===== config.mk =====
export PLATFORM = sky130hd
export DESIGN_NAME = aurora_tx_arbiter
export DESIGN_NICKNAME = d
export VERILOG_FILES = /design/src/rtl/aurora_tx_arbiter.sv
export SDC_FILE = /design/constraint.sdc
export NUM_CORES = 1
export LEC_CHECK = 0
export ABC_AREA = 1
export CAP_MARGIN = 20
export CORE_UTILIZATION = 37
export CTS_CLUSTER_SIZE = 28
export DETAILED_ROUTE_END_ITERATION = 8
export GPL_ROUTABILITY_DRIVEN = 0
export PLACE_DENSITY = 0.78
export SYNTH_ARGS = -nofsm -noshare
export SYNTH_HDL_FRONTEND = slang
export SYNTH_SLANG_ARGS = --single-unit

===== constraint.sdc =====
create_clock -name IO_CLK -period 1.8 [get_ports IO_CLK]
set_clock_uncertainty 0.2 [all_clocks]
set_input_delay 0.36 -clock IO_CLK [delete_from_list [all_inputs] [get_ports IO_CLK]]
set_output_delay 0.36 -clock IO_CLK [all_outputs]
set_load 0.05 [all_outputs]

===== src/rtl/aurora_tx_arbiter.sv =====
// Frame-atomic round-robin arbiter sharing one Aurora 8b/10b TX AXI-stream
// interface between two frame sources. Once a source is granted, it keeps the
// link until its TLAST beat is transferred. If the channel drops mid-frame,
// the rest of that frame is drained from the source and counted as aborted.
// GRANT stays one-hot on the owning source through GRANTED and DRAIN.
module aurora_tx_arbiter #(
  parameter int FRAME_CNT_W = 16,
  parameter int ABORT_CNT_W = 8
) (
  input  logic                   IO_CLK,
  input  logic                   RESET_N,
  input  logic                   CHANNEL_UP,
  input  logic [0:31]            S0_TDATA,
  input  logic [0:3]             S0_TKEEP,
  input  logic                   S0_TVALID,
  input  logic                   S0_TLAST,
  output logic                   S0_TREADY,
  input  logic [0:31]            S1_TDATA,
  input  logic [0:3]             S1_TKEEP,
  input  logic                   S1_TVALID,
  input  logic                   S1_TLAST,
  output logic                   S1_TREADY,
  output logic [0:31]            M_TDATA,
  output logic [0:3]             M_TKEEP,
  output logic                   M_TVALID,
  output logic                   M_TLAST,
  input  logic                   M_TREADY,
  output logic [1:0]             GRANT,
  output logic                   BUSY,
  output logic [FRAME_CNT_W-1:0] FRAME_CNT_0,
  output logic [FRAME_CNT_W-1:0] FRAME_CNT_1,
  output logic [ABORT_CNT_W-1:0] ABORT_CNT
);

  typedef enum logic [1:0] {ST_IDLE, ST_GRANTED, ST_DRAIN} state_t;

  state_t     state, state_nxt;
  logic       g, g_nxt;       // granted source index
  logic       rr, rr_nxt;     // preferred source for the next arbitration
  logic       frame_done;     // granted frame fully forwarded this cycle
  logic       frame_abort;    // drained frame ended this cycle
  logic       sel_tready;     // ready towards the granted source

  logic [0:31] sel_tdata;
  logic [0:3]  sel_tkeep;
  logic        sel_tvalid;
  logic        sel_tlast;

  // Select the fields of the currently granted source.
  always_comb begin
    if (g) begin
      sel_tdata  = S1_TDATA;
      sel_tkeep  = S1_TKEEP;
      sel_tvalid = S1_TVALID;
      sel_tlast  = S1_TLAST;
    end else begin
      sel_tdata  = S0_TDATA;
      sel_tkeep  = S0_TKEEP;
      sel_tvalid = S0_TVALID;
      sel_tlast  = S0_TLAST;
    end
  end

  // Next-state logic and zero-latency passthrough.
  always_comb begin
    // NOTE: every output of this block gets a default first, so no path can infer a latch.
    state_nxt   = state;
    g_nxt       = g;
    rr_nxt      = rr;
    frame_done  = 1'b0;
    frame_abort = 1'b0;
    sel_tready  = 1'b0;
    M_TDATA     = '0;
    M_TKEEP     = '0;
    M_TVALID    = 1'b0;
    M_TLAST     = 1'b0;
    GRANT       = 2'b00;
    BUSY        = 1'b0;
    unique case (state)
      ST_IDLE: begin
        if (CHANNEL_UP && (S0_TVALID || S1_TVALID)) begin
          g_nxt     = (rr ? S1_TVALID : S0_TVALID) ? rr : ~rr;
          state_nxt = ST_GRANTED;
        end
      end
      ST_GRANTED: begin
        BUSY       = 1'b1;
        GRANT      = g ? 2'b10 : 2'b01;
        M_TDATA    = sel_tdata;
        M_TKEEP    = sel_tkeep;
        M_TLAST    = sel_tlast;
        M_TVALID   = sel_tvalid & CHANNEL_UP;
        sel_tready = M_TREADY & CHANNEL_UP;
        if (!CHANNEL_UP) begin
          // The beat on offer is not transferred; the frame is abandoned.
          state_nxt = ST_DRAIN;
        end else if (sel_tvalid && M_TREADY && sel_tlast) begin
          state_nxt  = ST_IDLE;
          frame_done = 1'b1;
          rr_nxt     = ~g;
        end
      end
      ST_DRAIN: begin
        // Swallow the rest of the frame regardless of the channel state.
        BUSY       = 1'b1;
        GRANT      = g ? 2'b10 : 2'b01;
        sel_tready = 1'b1;
        if (sel_tvalid && sel_tlast) begin
          state_nxt   = ST_IDLE;
          frame_abort = 1'b1;
          rr_nxt      = ~g;
        end
      end
      default: state_nxt = ST_IDLE;
    endcase
  end

  assign S0_TREADY = sel_tready & ~g;
  assign S1_TREADY = sel_tready &  g;

  // State, grant index and round-robin pointer.
  always_ff @(posedge IO_CLK or negedge RESET_N) begin
    if (!RESET_N) begin
      state <= ST_IDLE;
      g     <= 1'b0;
      rr    <= 1'b0;
    end else begin
      // NOTE: registers take non-blocking assignments so every flop samples pre-edge values.
      state <= state_nxt;
      g     <= g_nxt;
      rr    <= rr_nxt;
    end
  end

  // Completed-frame counters wrap; the abort counter saturates.
  always_ff @(posedge IO_CLK or negedge RESET_N) begin
    if (!RESET_N) begin
      FRAME_CNT_0 <= '0;
      FRAME_CNT_1 <= '0;
      ABORT_CNT   <= '0;
    end else begin
      if (frame_done && !g) FRAME_CNT_0 <= FRAME_CNT_0 + FRAME_CNT_W'(1);
      if (frame_done &&  g) FRAME_CNT_1 <= FRAME_CNT_1 + FRAME_CNT_W'(1);
      if (frame_abort && (ABORT_CNT != '1)) ABORT_CNT <= ABORT_CNT + ABORT_CNT_W'(1);
    end
  end

endmodule


==> results of run 1 <==
## metrics by stage
step	setup WS, ns	hold WS [ns]	power [mW]	TNS (ns)	util, %
4_1_cts	-0.3437	0.3155	10.21	-17.19	83.05
6_report	-0.3642	0.3108	10.57	-21.52	87.49
5_1_grt	-0.4587	0.3672	11.00	-26.08	87.49
2_1_floorplan	-0.1102	-0.1356	5.700	-1.592	-
3_5_place_dp	-0.2529	0.1033	9.260	-11.33	79.99
3_3_place_gp	-0.2072	0.09792	9.097	-8.021	79.99
## cell usage in the layout (no fill, tap or decap), drive strengths merged
master         Yosys  routed
ha                 6       6
dfrtp             44      44
inv               39      39
nand3             23      23
clkinvlp           0       1
clkbuf             9      10
nor2             117     117
buf                9     133
o21ai             52      52
clkdlybuf4s50      0      78
nand4             11      11
a21oi              1       1
nor3               2       2
xnor2             14      14
dlygate4sd3        0       1
nand2            183     183
o21bai             1       1
xor2               8       8
## area by class of cell
| type | count | area (um2) | share of cell area (%) |
|---|---|---|---|
| timing repair buffer | 215 | 3103 | 42.52 |
| multi-input combinational | 418 | 2685 | 36.80 |
| sequential | 44 | 1110 | 15.21 |
| inverter | 39 | 173.9 | 2.383 |
| tap | 105 | 131.4 | 1.800 |
| clock buffer | 7 | 86.33 | 1.183 |
| clock inverter | 1 | 7.507 | 0.1029 |
## registers in the layout (all words and copies together) (netlist names)
register	cells
rr	1
g	1
FRAME_CNT_1	16
state	2
FRAME_CNT_0	16
ABORT_CNT	8
## how the worst min path moves through the flow
stage                                  end
2_1_floorplan     ABORT_CNT[0]$_DFFE_PN0P_
4_1_cts        FRAME_CNT_1[15]$_DFFE_PN0P_
3_5_place_dp   FRAME_CNT_1[15]$_DFFE_PN0P_
3_3_place_gp   FRAME_CNT_1[15]$_DFFE_PN0P_
6_report       FRAME_CNT_1[15]$_DFFE_PN0P_
5_1_grt        FRAME_CNT_1[15]$_DFFE_PN0P_
## power by group
group          internal (mW)  switching, mW  total [mW]
logic                   3.89           4.63        8.51
registers               1.16          0.234        1.40
clock network          0.312          0.351       0.663
## what timing repair did
item                       in CTS  in global routing
gates cloned                    1                  3
hold endpoints to repair       15                  0
setup endpoints to repair      79                 84
setup buffers                   5                  7
pin swaps                      12                 25
hold buffers                    1                  0
resized for setup              40                 88
## metal layers
| layer | vias up | wire length, um | global-route usage, % |
|---|---|---|---|
| met2 | 299 | 7477 | 48.93 |
| li1 | 2043 | - | - |
| met5 | - | 0 | 0 |
| met1 | 2110 | 5050 | 32.04 |
| met4 | 0 | 552 | 7.463 |
| met3 | 64 | 1338 | 4.306 |
## cell families after synthesis
kind of cell | after synthesis | share of synthesized area [%]
fa+ha+maj | 6 | 2.327
xor+xnor | 22 | 5.974
flops | 44 | 34.14
compound gates | 54 | 8.456
simple gates | 336 | 41.23
buf+inv | 57 | 7.874
==> flow_metrics.py, run 1 <==
metrics = {
    "status": {
        "outcome": "finished, violations left",
        "failed_checks": "setup timing",
    },
    "clocking": {
        "worstSkewPairLatency_ns": 0.30,
        "cts-buffers-inserted": 5,
        "cts_tree": "built",
        "clk_pin_slew_ns": 0.09,
        "clockRootBuffer": "clkbuf_8",
        "cts.sinks": 44,
        "clockBufferDepth": 2,
        "h-tree-depth": 2,
    },
    "worst_setup_path": {
        "worstSetupStartpointType": "flop",
        "crit_top_cell": "buf_12",
        "worst-path-max-fanout": 7,
        "worst-path-stages": 7,
        "slowest_stage": "dfrtp_1",
        "rr_startpoint": "state[1]$_DFFE_PN0P_",
        "cp_num_buf_inv": 4,
        "slowest_delay_ns": 0.41,
        "cp-end-kind": "primary output",
        "cp-startpoint": "state[1]$_DFFE_PN0P_",
        "arrival_ns": 1.60,
        "crit_family": "buffers and inverters",
        "r2r_cells": 12,
        "crit_chain": "inv_2 > ha_4 > buf_12 > buf_12 > o21ai_4 > nor2_4 > buf_12",
        "crit_type": "flop to primary output",
        "r2r_setup_slack_ns": -0.32,
        "endpoint": "M_TDATA[10]",
        "crit_required_ns": 1.24,
        "regToRegEndpoint": "FRAME_CNT_1[10]$_DFFE_PN0P_",
    },
    "logic_synthesis": {
        "synth_most_common_cell": "nand2_1",
        "syn_inst": 519,
        "netlist_area_um2": 3226,
        "yosys-top-cells-area": "dfrtp_1, nand2_1, nor2_1",
        "ys_types": 22,
        "syn_nets": 605,
        "syn_area_per_cell_um2": 6.215,
        "async_reset_ff_share_pct": 100.0,
        "synth_flop_cell": "dfrtp_1",
        "yosysSeqAreaShare_pct": 34.13,
        "synth_top_area_share_pct": 34.13,
        "synth_seq_cells": 44,
        "synth_top_area_cell": "dfrtp_1",
        "synth_edf_count": 0,
        "synth_common_cells": "nand2_1, nor2_1, o21ai_0",
        "synth_warnings": 0,
    },
    "route": {
        "drt-vias-per-instance": 5.448,
        "route.vias.total": 4516,
        "drc": 0,
        "ant_nets": 0,
        "drt_iter0_markers": 245,
        "firstDrtPassIters": 5,
        "wl_per_cell_um": 17.39,
        "routed_wl_um": 14420,
    },
    "floorplan": {
        "die-area_um2": 9095,
        "rows": 33,
        "io-pin-count": 163,
        "initial_core_util_pct": 38.67,
        "core_um2": 8341,
        "die_w_um": 95.37,
        "die_h_um": 95.37,
    },
    "placed_design": {
        "placed_area_um2": 6671,
        "place_inst": 806,
        "io_buffers": 162,
        "dp_hpwl_um": 9603,
    },
    "power_and_ir_drop": {
        "p_leak_nw": 3.035,
        "vdd_drop_max_mv": 0.9656,
        "p_per_area_nw_per_um2": 1449,
    },
    "grt": {
        "grt_pass1_vias": 4112,
        "gr-usage-all-layers_pct": 26.71,
        "gr-total-overflow": 0,
        "grt_pass1_wl_um": 19210,
        "antenna_found_initial": 0,
        "grt_start_max_net_pins": 30,
    },
    "timing": {
        "timing.fmax_ghz": 0.4621,
        "slew_violations": 0,
        "rsz0062_at_grt": "true",
        "finalSetupViolCount": 75,
        "fin_crit_sh_pct": 120.2,
        "worst_pin_slew_ns": 0.4526,
        "slew-limit-headroom_pct": 69.83,
        "period_needed_ns": 2.164,
        "layout_setup_ws_ns": -0.3642,
        "hold_viol_final": 0,
    },
    "finish": {
        "fin_nets": 809,
        "drive_gt1_share_pct": 38.95,
        "layout.cells.non_filler": 829,
        "antenna_cells": 0,
        "area_growth_pct": 126.2,
        "n_fill_cell": 380,
        "postLayoutCellArea_um2": 7297,
    },
    "run": {
        "maxCapViolations": 0,
    },
    "min_path": {
        "hold_path_class": "input port to asynchronous set/reset pin",
    },
}
Note: power is estimated with default switching activity, not from simulation.
==> inputs of run 2 (changes only) <==
--- a/config.mk
+++ b/config.mk
@@ -7,11 +7,13 @@
 export LEC_CHECK = 0
 export ABC_AREA = 1
 export CAP_MARGIN = 20
-export CORE_UTILIZATION = 37
+export CORE_ASPECT_RATIO = 1.1
+export CORE_UTILIZATION = 38
+export CTS_BUF_LIST = sky130_fd_sc_hd__clkbuf_4
 export CTS_CLUSTER_SIZE = 28
 export DETAILED_ROUTE_END_ITERATION = 8
 export GPL_ROUTABILITY_DRIVEN = 0
-export PLACE_DENSITY = 0.78
+export PLACE_DENSITY = 0.8
 export SYNTH_ARGS = -nofsm -noshare
 export SYNTH_HDL_FRONTEND = slang
 export SYNTH_SLANG_ARGS = --single-unit
==> run 2 against run 1 <==
The run still ends with setup timing left. Via count down 7.9%. Non-clock buffer count shrank 14. Largest cell class unchanged. Maximum frequency shrank 1.8%. Critical endpoint is now M_TDATA[9]. First-iteration DRC count fell by 13%. Highest routed layer unchanged. Critical path depth unchanged. Combinational power decreased by 4.8%. Utilization decreased by 2.7 points. Critical path type unchanged.
==> flow_metrics.py, run 2 (same netlist as run 1, synthesis figures left out) <==
metrics = {
    "placed_design": {
        "placed_area_um2": 6598,
        "dp_hpwl_um": 10110,
        "place_inst": 802,
        "io_buffers": 162,
        "pre_cts_ws_ns": -0.2893,
    },
    "route": {
        "route.vias.total": 4160,
        "wl_per_cell_um": 15.75,
        "drc": 0,
        "drt-vias-per-instance": 5.086,
        "routed_wl_um": 12880,
        "ant_nets": 0,
        "drt_iter0_markers": 213,
        "firstDrtPassIters": 5,
    },
    "power_and_ir_drop": {
        "p_switching_mw": 5.021,
        "power_mw": 9.996,
        "p_per_area_nw_per_um2": 1458,
        "p_comb_share_pct": 81.0,
        "p_leak_nw": 2.850,
        "switching_share_pct": 50.23,
        "p_seq_share_pct": 14.0,
        "internal-power_mw": 4.975,
        "vdd_drop_max_mv": 1.039,
        "pwr-share-clk_pct": 5.0,
    },
    "grt": {
        "gr-usage-all-layers_pct": 29.02,
        "grt_pass1_vias": 4192,
        "gr-total-overflow": 0,
        "top_usage_layer": "met2",
        "grt_use_met1_pct": 31.60,
        "grt_pass1_wl_um": 20690,
        "met2_usage_pct": 56.75,
        "grt_start_max_net_pins": 45,
        "antenna_found_initial": 0,
        "use_met3_pct": 5.324,
    },
    "timing": {
        "fin_crit_sh_pct": 122.4,
        "slew_violations": 0,
        "finalSetupViolCount": 78,
        "layout_setup_ws_ns": -0.4035,
        "worst_pin_slew_ns": 0.3295,
        "timing.fmax_ghz": 0.4538,
        "hold_viol_final": 0,
        "period_needed_ns": 2.204,
        "final.setup.tns_ns": -18.93,
        "whs_ns": 0.3079,
        "slew-limit-headroom_pct": 77.80,
        "rsz0062_at_grt": "true",
    },
    "worst_setup_path": {
        "crit_type": "flop to primary output",
        "crit_required_ns": 1.24,
        "worstSetupStartpointType": "flop",
        "worst-path-max-fanout": 5,
        "arrival_ns": 1.64,
        "cp-end-kind": "primary output",
    },
    "clocking": {
        "clockBufferDepth": 2,
        "clockRootBuffer": "clkbuf_4",
        "worstSkewPairLatency_ns": 0.36,
        "cts-buffers-inserted": 5,
        "h-tree-depth": 2,
        "cts.sinks": 44,
        "cts_tree": "built",
        "clk_pin_slew_ns": 0.15,
    },
    "finish": {
        "fin_util_pct": 84.83,
        "n_fill_cell": 448,
        "final_common_cell": "nand2_1",
        "largestRegisters": "FRAME_CNT_0 x16, FRAME_CNT_1 x16, ABORT_CNT x8",
        "final_cell_mix": "nand2_1, buf_12, clkdlybuf4s50_1",
        "layout.cells.non_filler": 818,
        "area_growth_pct": 112.6,
        "drive_gt1_share_pct": 32.39,
        "antenna_cells": 0,
        "fin_nets": 795,
        "postLayoutCellArea_um2": 6857,
    },
    "run": {
        "maxCapViolations": 0,
    },
    "status": {
        "failed_checks": "setup timing",
        "outcome": "finished, violations left",
    },
    "floorplan": {
        "die_w_um": 89.85,
        "die-area_um2": 8861,
        "rows": 34,
        "die_h_um": 98.63,
        "io-pin-count": 163,
        "initial_core_util_pct": 39.91,
        "core_um2": 8083,
    },
    "min_path": {
        "hold_path_class": "input port to asynchronous set/reset pin",
    },
}
run 2: path summary, 6_finish.rpt:
kind | start | endpoint | slack, ns | depth (start not counted)
hold / removal | RESET_N | FRAME_CNT_1[14]$_DFFE_PN0P_ | 0.31 | 3
setup reg to reg | state[1]$_DFFE_PN0P_ | FRAME_CNT_1[7]$_DFFE_PN0P_ | -0.17 | 12
hold reg to reg | FRAME_CNT_0[5]$_DFFE_PN0P_ | FRAME_CNT_0[5]$_DFFE_PN0P_ | 0.40 | 2
setup / recovery | state[1]$_DFFE_PN0P_ | M_TDATA[9] | -0.40 | 7
min in group IO_CLK | FRAME_CNT_0[5]$_DFFE_PN0P_ | FRAME_CNT_0[5]$_DFFE_PN0P_ | 0.40 | 2
max in group asynchronous | RESET_N | g$_DFFE_PN0P_ | 0.85 | 3
run 2: repair_timing:
item                                    CTS  global route
gates resized for setup                  49             3
hold buffers                              1             0
endpoints found under the hold margin    44             0
gates cloned                              3             0
pin swaps                                 9             0
endpoints found under the setup margin   86            86
buffers inserted                          2             2
run 2: cell type report:
cell class / instances / area (um2) / area share [%]
clock buffers: 6 / 45.04 / 0.6569
repair buffers: 201 / 2910 / 42.45
well taps: 108 / 135.1 / 1.971
clock inverters: 2 / 12.51 / 0.1825
multi-input cells: 418 / 2492 / 36.35
flip-flops and latches: 44 / 1110 / 16.19
inverters: 39 / 151.4 / 2.208
run 2: power by group through the flow:
| stage | clock [mW] | combinational (mW) | sequential [mW] |
|---|---|---|---|
| global placement | 0 | 7.56 | 1.40 |
| finish | 0.502 | 8.10 | 1.40 |
| detailed placement | 0 | 7.77 | 1.41 |
| CTS | 0.504 | 8.08 | 1.39 |
| global route | 0.563 | 8.42 | 1.41 |
| floorplan | 0 | 3.92 | 1.78 |
run 2: critical path, cell delays in order, from the launching register on:
cell	delay, ns
dfrtp_1	0.42
inv_2	0.09
ha_4	0.20
buf_6	0.14
buf_12	0.12
o21ai_4	0.06
nor2_4	0.11
buf_12	0.14
run 2: routing by layer:
| metal | up-vias | share of wire [%] |
|---|---|---|
| met5 | - | 0 |
| met4 | 0 | 2.4 |
| met2 | 171 | 55 |
| met1 | 1950 | 37 |
| met3 | 33 | 6.1 |
| li1 | 2006 | - |
